==> src/rtl/mips_ctrl_pkg.sv <==
// Shared definitions for the multicycle MIPS main control and ALU control.
// Holds state encoding, opcode constants, ALUOP classes and the control
// output bundle. Optional macro: MIPS_IMM_ALU_EN (enables addi/andi/ori/slti).
package mips_ctrl_pkg;

  localparam int unsigned OP_W    = 6;
  localparam int unsigned ALUOP_W = 6;
  localparam int unsigned STATE_W = 4;

  typedef enum logic [STATE_W-1:0] {
    S_FETCH   = 4'd0,
    S_DECODE  = 4'd1,
    S_MEMADR  = 4'd2,
    S_MEMRD   = 4'd3,
    S_MEMWB   = 4'd4,
    S_MEMWR   = 4'd5,
    S_RTEXEC  = 4'd6,
    S_ALUWB   = 4'd7,
    S_BRANCH  = 4'd8,
    S_JUMP    = 4'd9,
    S_IMMEXEC = 4'd10,
    S_IMMWB   = 4'd11
  } state_t;

  localparam logic [OP_W-1:0] OP_RTYPE = 6'h00;
  localparam logic [OP_W-1:0] OP_LW    = 6'h23;
  localparam logic [OP_W-1:0] OP_SW    = 6'h2B;
  localparam logic [OP_W-1:0] OP_BEQ   = 6'h04;
  localparam logic [OP_W-1:0] OP_J     = 6'h02;
  localparam logic [OP_W-1:0] OP_ADDI  = 6'h08;
  localparam logic [OP_W-1:0] OP_ANDI  = 6'h0C;
  localparam logic [OP_W-1:0] OP_ORI   = 6'h0D;
  localparam logic [OP_W-1:0] OP_SLTI  = 6'h0A;

  localparam logic [ALUOP_W-1:0] ALUOP_ADD   = 6'h00;
  localparam logic [ALUOP_W-1:0] ALUOP_SUB   = 6'h01;
  localparam logic [ALUOP_W-1:0] ALUOP_FUNCT = 6'h02;
  localparam logic [ALUOP_W-1:0] ALUOP_AND   = 6'h03;
  localparam logic [ALUOP_W-1:0] ALUOP_OR    = 6'h04;
  localparam logic [ALUOP_W-1:0] ALUOP_SLT   = 6'h05;

  typedef struct packed {
    logic               pc_write;
    logic               pc_write_cond;
    logic               i_or_d;
    logic               mem_read;
    logic               mem_write;
    logic               ir_write;
    logic               mem_to_reg;
    logic               reg_dst;
    logic               reg_write;
    logic               alu_src_a;
    logic [1:0]         alu_src_b;
    logic [1:0]         pc_source;
    logic [ALUOP_W-1:0] aluop;
    logic               illegal;
    logic               instr_done;
  } ctrl_t;

  // I-type ALU opcodes
  function automatic logic is_imm_op(input logic [OP_W-1:0] op);
    return (op == OP_ADDI) || (op == OP_ANDI) || (op == OP_ORI) || (op == OP_SLTI);
  endfunction

  // Opcodes the FSM will execute in this build
  function automatic logic is_legal_op(input logic [OP_W-1:0] op);
    logic base;
    base = (op == OP_RTYPE) || (op == OP_LW) || (op == OP_SW) ||
           (op == OP_BEQ) || (op == OP_J);
`ifdef MIPS_IMM_ALU_EN
    return base || is_imm_op(op);
`else
    return base;
`endif
  endfunction

  // ALU class for the I-type execute step
  function automatic logic [ALUOP_W-1:0] imm_aluop(input logic [OP_W-1:0] op);
    case (op)
      OP_ANDI: return ALUOP_AND;
      OP_ORI:  return ALUOP_OR;
      OP_SLTI: return ALUOP_SLT;
      default: return ALUOP_ADD;
    endcase
  endfunction

endpackage

==> src/rtl/mips_ctrl_outdec.sv <==
// Combinational decoder: state + opcode + mem_ready -> datapath controls.
// Ports: rst_n (forces all controls to 0 while low), state, opcode,
// mem_ready in; ctrl bundle out. Optional macro: MIPS_IMM_ALU_EN.
module mips_ctrl_outdec
  import mips_ctrl_pkg::*;
(
  input  logic              rst_n,
  input  state_t            state,
  input  logic [OP_W-1:0]   opcode,
  input  logic              mem_ready,
  output ctrl_t             ctrl
);

  // Per-state control decode; unlisted fields stay 0
  always_comb begin
    ctrl = '0;
    if (rst_n) begin
      case (state)
        S_FETCH: begin
          ctrl.mem_read  = 1'b1;
          ctrl.alu_src_b = 2'd1;
          ctrl.aluop     = ALUOP_ADD;
          // PC+4 and IR load only commit on the cycle memory returns data
          ctrl.ir_write  = mem_ready;
          ctrl.pc_write  = mem_ready;
        end
        S_DECODE: begin
          ctrl.alu_src_b = 2'd3;
          ctrl.aluop     = ALUOP_ADD;
          ctrl.illegal   = !is_legal_op(opcode);
        end
        S_MEMADR: begin
          ctrl.alu_src_a = 1'b1;
          ctrl.alu_src_b = 2'd2;
          ctrl.aluop     = ALUOP_ADD;
        end
        S_MEMRD: begin
          ctrl.i_or_d   = 1'b1;
          ctrl.mem_read = 1'b1;
        end
        S_MEMWB: begin
          ctrl.mem_to_reg = 1'b1;
          ctrl.reg_write  = 1'b1;
          ctrl.instr_done = 1'b1;
        end
        S_MEMWR: begin
          ctrl.i_or_d     = 1'b1;
          ctrl.mem_write  = 1'b1;
          ctrl.instr_done = mem_ready;
        end
        S_RTEXEC: begin
          ctrl.alu_src_a = 1'b1;
          ctrl.aluop     = ALUOP_FUNCT;
        end
        S_ALUWB: begin
          ctrl.reg_dst    = 1'b1;
          ctrl.reg_write  = 1'b1;
          ctrl.instr_done = 1'b1;
        end
        S_BRANCH: begin
          ctrl.alu_src_a     = 1'b1;
          ctrl.aluop         = ALUOP_SUB;
          ctrl.pc_write_cond = 1'b1;
          ctrl.pc_source     = 2'd1;
          ctrl.instr_done    = 1'b1;
        end
        S_JUMP: begin
          ctrl.pc_write   = 1'b1;
          ctrl.pc_source  = 2'd2;
          ctrl.instr_done = 1'b1;
        end
`ifdef MIPS_IMM_ALU_EN
        S_IMMEXEC: begin
          ctrl.alu_src_a = 1'b1;
          ctrl.alu_src_b = 2'd2;
          ctrl.aluop     = imm_aluop(opcode);
        end
        S_IMMWB: begin
          ctrl.reg_write  = 1'b1;
          ctrl.instr_done = 1'b1;
        end
`endif
        default: ctrl = '0;
      endcase
    end
  end

endmodule

==> src/rtl/mips_main_control.sv <==
// Multicycle MIPS main control FSM: state register, next-state logic and
// the output decoder instance. Ports: clk, rst_n (sync, active-low),
// opcode, mem_ready in; PC/memory/regfile/ALU controls, ALUOP, illegal,
// instr_done and debug state out. Optional macro: MIPS_IMM_ALU_EN.
module mips_main_control
  import mips_ctrl_pkg::*;
(
  input  logic                clk,
  input  logic                rst_n,
  input  logic [OP_W-1:0]     opcode,
  input  logic                mem_ready,
  output logic                PCWrite,
  output logic                PCWriteCond,
  output logic                IorD,
  output logic                MemRead,
  output logic                MemWrite,
  output logic                IRWrite,
  output logic                MemtoReg,
  output logic                RegDst,
  output logic                RegWrite,
  output logic                ALUSrcA,
  output logic [1:0]          ALUSrcB,
  output logic [1:0]          PCSource,
  output logic [ALUOP_W-1:0]  ALUOP,
  output logic                illegal,
  output logic                instr_done,
  output logic [STATE_W-1:0]  state
);

  state_t state_q;
  state_t state_d;
  ctrl_t  ctrl;

  // State register
  always_ff @(posedge clk) begin
    if (!rst_n) state_q <= S_FETCH;
    else        state_q <= state_d;
  end

  // Next-state logic; unused codes fall back to FETCH
  always_comb begin
    state_d = state_q;
    case (state_q)
      S_FETCH:  if (mem_ready) state_d = S_DECODE;
      S_DECODE: begin
        case (opcode)
          OP_LW, OP_SW: state_d = S_MEMADR;
          OP_RTYPE:     state_d = S_RTEXEC;
          OP_BEQ:       state_d = S_BRANCH;
          OP_J:         state_d = S_JUMP;
`ifdef MIPS_IMM_ALU_EN
          OP_ADDI, OP_ANDI, OP_ORI, OP_SLTI: state_d = S_IMMEXEC;
`endif
          default:      state_d = S_FETCH;
        endcase
      end
      S_MEMADR:  state_d = (opcode == OP_LW) ? S_MEMRD : S_MEMWR;
      S_MEMRD:   if (mem_ready) state_d = S_MEMWB;
      S_MEMWB:   state_d = S_FETCH;
      S_MEMWR:   if (mem_ready) state_d = S_FETCH;
      S_RTEXEC:  state_d = S_ALUWB;
      S_ALUWB:   state_d = S_FETCH;
      S_BRANCH:  state_d = S_FETCH;
      S_JUMP:    state_d = S_FETCH;
`ifdef MIPS_IMM_ALU_EN
      S_IMMEXEC: state_d = S_IMMWB;
      S_IMMWB:   state_d = S_FETCH;
`endif
      default:   state_d = S_FETCH;
    endcase
  end

  mips_ctrl_outdec u_outdec (
    .rst_n     (rst_n),
    .state     (state_q),
    .opcode    (opcode),
    .mem_ready (mem_ready),
    .ctrl      (ctrl)
  );

  assign PCWrite     = ctrl.pc_write;
  assign PCWriteCond = ctrl.pc_write_cond;
  assign IorD        = ctrl.i_or_d;
  assign MemRead     = ctrl.mem_read;
  assign MemWrite    = ctrl.mem_write;
  assign IRWrite     = ctrl.ir_write;
  assign MemtoReg    = ctrl.mem_to_reg;
  assign RegDst      = ctrl.reg_dst;
  assign RegWrite    = ctrl.reg_write;
  assign ALUSrcA     = ctrl.alu_src_a;
  assign ALUSrcB     = ctrl.alu_src_b;
  assign PCSource    = ctrl.pc_source;
  assign ALUOP       = ctrl.aluop;
  assign illegal     = ctrl.illegal;
  assign instr_done  = ctrl.instr_done;
  // Debug state reads 0 while reset is held
  assign state       = rst_n ? STATE_W'(state_q) : '0;

endmodule

==> config.mk <==
export PLATFORM = sky130hd
export DESIGN_NAME = mips_main_control
export DESIGN_NICKNAME = d
export VERILOG_FILES = /design/src/rtl/mips_ctrl_pkg.sv /design/src/rtl/mips_ctrl_outdec.sv /design/src/rtl/mips_main_control.sv
export SDC_FILE = /design/constraint.sdc
export NUM_CORES = 1
export LEC_CHECK = 0
export ABC_AREA = 1
export BUFFER_PORTS_ARGS = -buffer_cell sky130_fd_sc_hd__buf_2
export CORE_MARGIN = 2
export CORE_UTILIZATION = 44
export DETAILED_ROUTE_END_ITERATION = 7
export GPL_ROUTABILITY_DRIVEN = 0
export HOLD_SLACK_MARGIN = 0.06
export PLACE_DENSITY = 0.78
export SLEW_MARGIN = 25
export SYNTH_ARGS = -nofsm -noshare
export SYNTH_HDL_FRONTEND = slang
export SYNTH_HIERARCHICAL = 1
export SYNTH_SLANG_ARGS = --single-unit
==> constraint.sdc <==
create_clock -name clk -period 1.4 [get_ports clk]
set_input_delay 0.28 -clock clk [delete_from_list [all_inputs] [get_ports clk]]
set_output_delay 0.28 -clock clk [all_outputs]
set_load 0.03 [all_outputs]
==> flow_summary.yaml <==
run_status:
  status: "complete, but fails checks"
  violations: "setup timing"
die:
  fp-row-count: 14
  die_w_um: 43.3
  num_io_pins: 35
  core_area_um2: 1470
  dieArea_um2: 1870
  die_h_um: 43.3
  start_util_pct: 46.2
global_route:
  antenna_found_initial: 0
  grt_first_pass_wirelength_um: 3100
  grt_overflow: 0
  grt_max_degree: 8
  grt_pass1_vias: 764
  grt_use_total_pct: 21.9
drt:
  top_layer: "met4"
  ant_nets: 0
  totalWireLength_um: 1940
  viasPerCell: 4.84
  met1Wirelength_um: 800
  num_vias: 895
  avgRoutedWirePerCell_um: 10.5
  drt-initial-drc-count: 17
  drt_first_pass_iters: 4
  drc: 0
  dr_wl_met3_um: 96
  route.met2.wl_um: 1020
power:
  power_switching_mw: 0.246
  power_frac_comb_pct: 49.7
  vdd_drop_max_v: 0.000630
  internal_power_mw: 0.314
  seq_power_share_pct: 23.0
  clkPwrFrac_pct: 27.3
  pwr_density_cell_nw_per_um2: 490
  leakage_nw: 0.628
  swShare_pct: 44.0
final_layout:
  largest_register_ffs: 4
  largest-register: "state_q"
  finalNetCount: 180
  n_antenna_cell: 0
  syn_to_final_growth_pct: 68.3
  layout.cells.non_filler: 185
  final_util_pct: 77.7
  largest_registers: "state_q (4)"
  layout-drive-gt1-share_pct: 49.7
synth:
  ys_ff_latch: 4
  synth-seq-area-share_pct: 11.8
  syn_area_um2: 679
  synth_warnings: 6
  synth_cells: 132
  dominantRegCellSynth: "dfxtp_1"
  synth.distinct_cells: 21
  synth_area_per_cell_um2: 5.15
  synth_edf_count: 0
  synthArstFlopShare_pct: 0
clocking:
  cts_buffers: 3
  cts_tree: "built"
  post-cts-setup-buffers: 0
  insertion_delay_ps: 250
  cts.path.max_buffers: 2
  root_buffer: "clkbuf_4"
  clkTransAtPathRegs_ps: 40
  htree_num_levels: 1
  cts_num_sinks: 4
worst_setup_path:
  cp-start-kind: "register"
  r2r_end: "state_q[2]$_SDFFE_PN0P_"
  arrival_ps: 1290
  r2r_setup_slack_ps: 150
  path_max_fanout: 7
  r2r_cells: 7
  crit_type: "reg2out"
  worstReg2RegStart: "state_q[3]$_SDFFE_PN0P_"
  end_kind: "output port"
  required_ps: 1120
sta:
  finalCritPeriodShare_pct: 112
  fmax_mhz: 638
  finalWorstSetupSlack_ps: -168
  worst_hold_slack_ps: 455
  fin_worst_skew_ps: 4.85
  slew_violations: 0
  finalCriticalPeriod_ps: 1570
  finalSetupViolations: 17
  rsz0062_at_grt: "yes"
  hold_viol: 0
placement:
  dp_hpwl_um: 1430
  place_inst: 182
  io_buffers: 30
hold_path:
  whs_path_depth: 6
  hp-class: "in2reg"
  whs_endpoint: "state_q[3]$_SDFFE_PN0P_"
  hp-start: "opcode[3]"
flow_run:
  maxCapViolCount: 0
[worst max-delay path, stage by stage, from the launching register on]
cell,delay (ps)
dfxtp_4,380
inv_4,70
buf_6,90
nand4_1,140
a21oi_2,210
buf_6,150
[through the flow]
stage	setup WS (ps)	instance area [µm²]	power [mW]	setup TNS, ps
detailed placement	-17.2	891	0.355	-25.3
CTS	-103	1060	0.522	-825
floorplan	-116	717	0.292	-664
global placement	33.4	891	0.354	0
global route	-212	1140	0.600	-2350
finish	-168	1140	0.560	-1260
[power by group through the flow]
stage          Combinational, mW  Clock [mW]  Sequential, mW
2_1_floorplan              0.161           0           0.131
3_3_place_gp               0.224           0           0.130
3_5_place_dp               0.225           0           0.130
4_1_cts                    0.247       0.149           0.127
5_1_grt                    0.301       0.168           0.131
6_report                   0.278       0.153           0.129
[cells in the final DEF (no fill, tap or decap)]
cell type	n
o21ai_2	1
inv_4	1
a21oi_2	2
nand3b_1	1
nor2_2	9
buf_4	10
nand3_1	13
nand3_4	1
buf_6	18
and2_1	1
clkbuf_4	4
a21oi_1	2
o22ai_2	1
nor2_1	13
conb_1	4
buf_2	9
nand4_1	3
dfxtp_4	4
inv_6	1
o211ai_1	1
nand3_2	1
inv_1	17
nand2_4	3
nor2_4	7
nand2_1	30
inv_2	5
nor3_2	2
nand2_2	5
[layout make-up]
cell class | instances | area, µm²
multi-input combinational | 100 | 578
timing repair buffer | 38 | 330
fill | 103 | 328
inverter | 24 | 97.6
sequential | 4 | 95.1
clock buffer | 3 | 22.5
tap | 16 | 20.0
[cell usage after synthesis, types with 3 or more instances]
| master | number | share of area [%] |
|---|---|---|
| nand4_1 | 3 | 2.8 |
| nor2_1 | 24 | 13 |
| buf_4 | 6 | 6.6 |
| a21oi_1 | 4 | 2.9 |
| nand2_2 | 3 | 2.8 |
| dfxtp_1 | 4 | 12 |
| inv_2 | 5 | 2.8 |
| nand2_1 | 35 | 19 |
| nor2_2 | 5 | 4.6 |
| nand3_1 | 14 | 10 |
| inv_1 | 19 | 10 |
[per-layer routing]
| layer | GRT usage, % | vias up |
|---|---|---|
| li1 | - | 473 |
| met1 | 24.0 | 395 |
| met2 | 39.4 | 25 |
| met3 | 5.11 | 2 |
| met4 | 9.09 | 0 |
| met5 | 0 | - |
[cells by family (layout without fill, tap and decap cells)]
family / count (synthesis) / in the layout / synth area share, %
compound gates: 7 / 7 / 6.26
flops: 4 / 4 / 11.8
simple gates: 89 / 89 / 59.9
buf+inv: 31 / 65 / 21.5
other cells: 1 / 4 / 0.552
[worst max path at each step]
stage / start / endpoint / slack [ps] / cells past startpoint
after floorplan: state_q[1]$_SDFFE_PN0P_ / RegWrite / -120 / 5
after global placement: state_q[0]$_SDFFE_PN0P_ / PCWrite / 30 / 5
after detailed placement: state_q[2]$_SDFFE_PN0P_ / MemtoReg / -20 / 5
after CTS: state_q[1]$_SDFFE_PN0P_ / PCWrite / -100 / 5
after global routing: state_q[2]$_SDFFE_PN0P_ / instr_done / -210 / 7
final: state_q[1]$_SDFFE_PN0P_ / PCWrite / -170 / 5
[repair_timing]
item	in CTS	in global routing
hold buffers	0	0
pin swaps	3	1
endpoints found under the setup margin	20	21
gates resized for setup	51	28
cloned	0	0
Power figures use the tool's default switching activity.
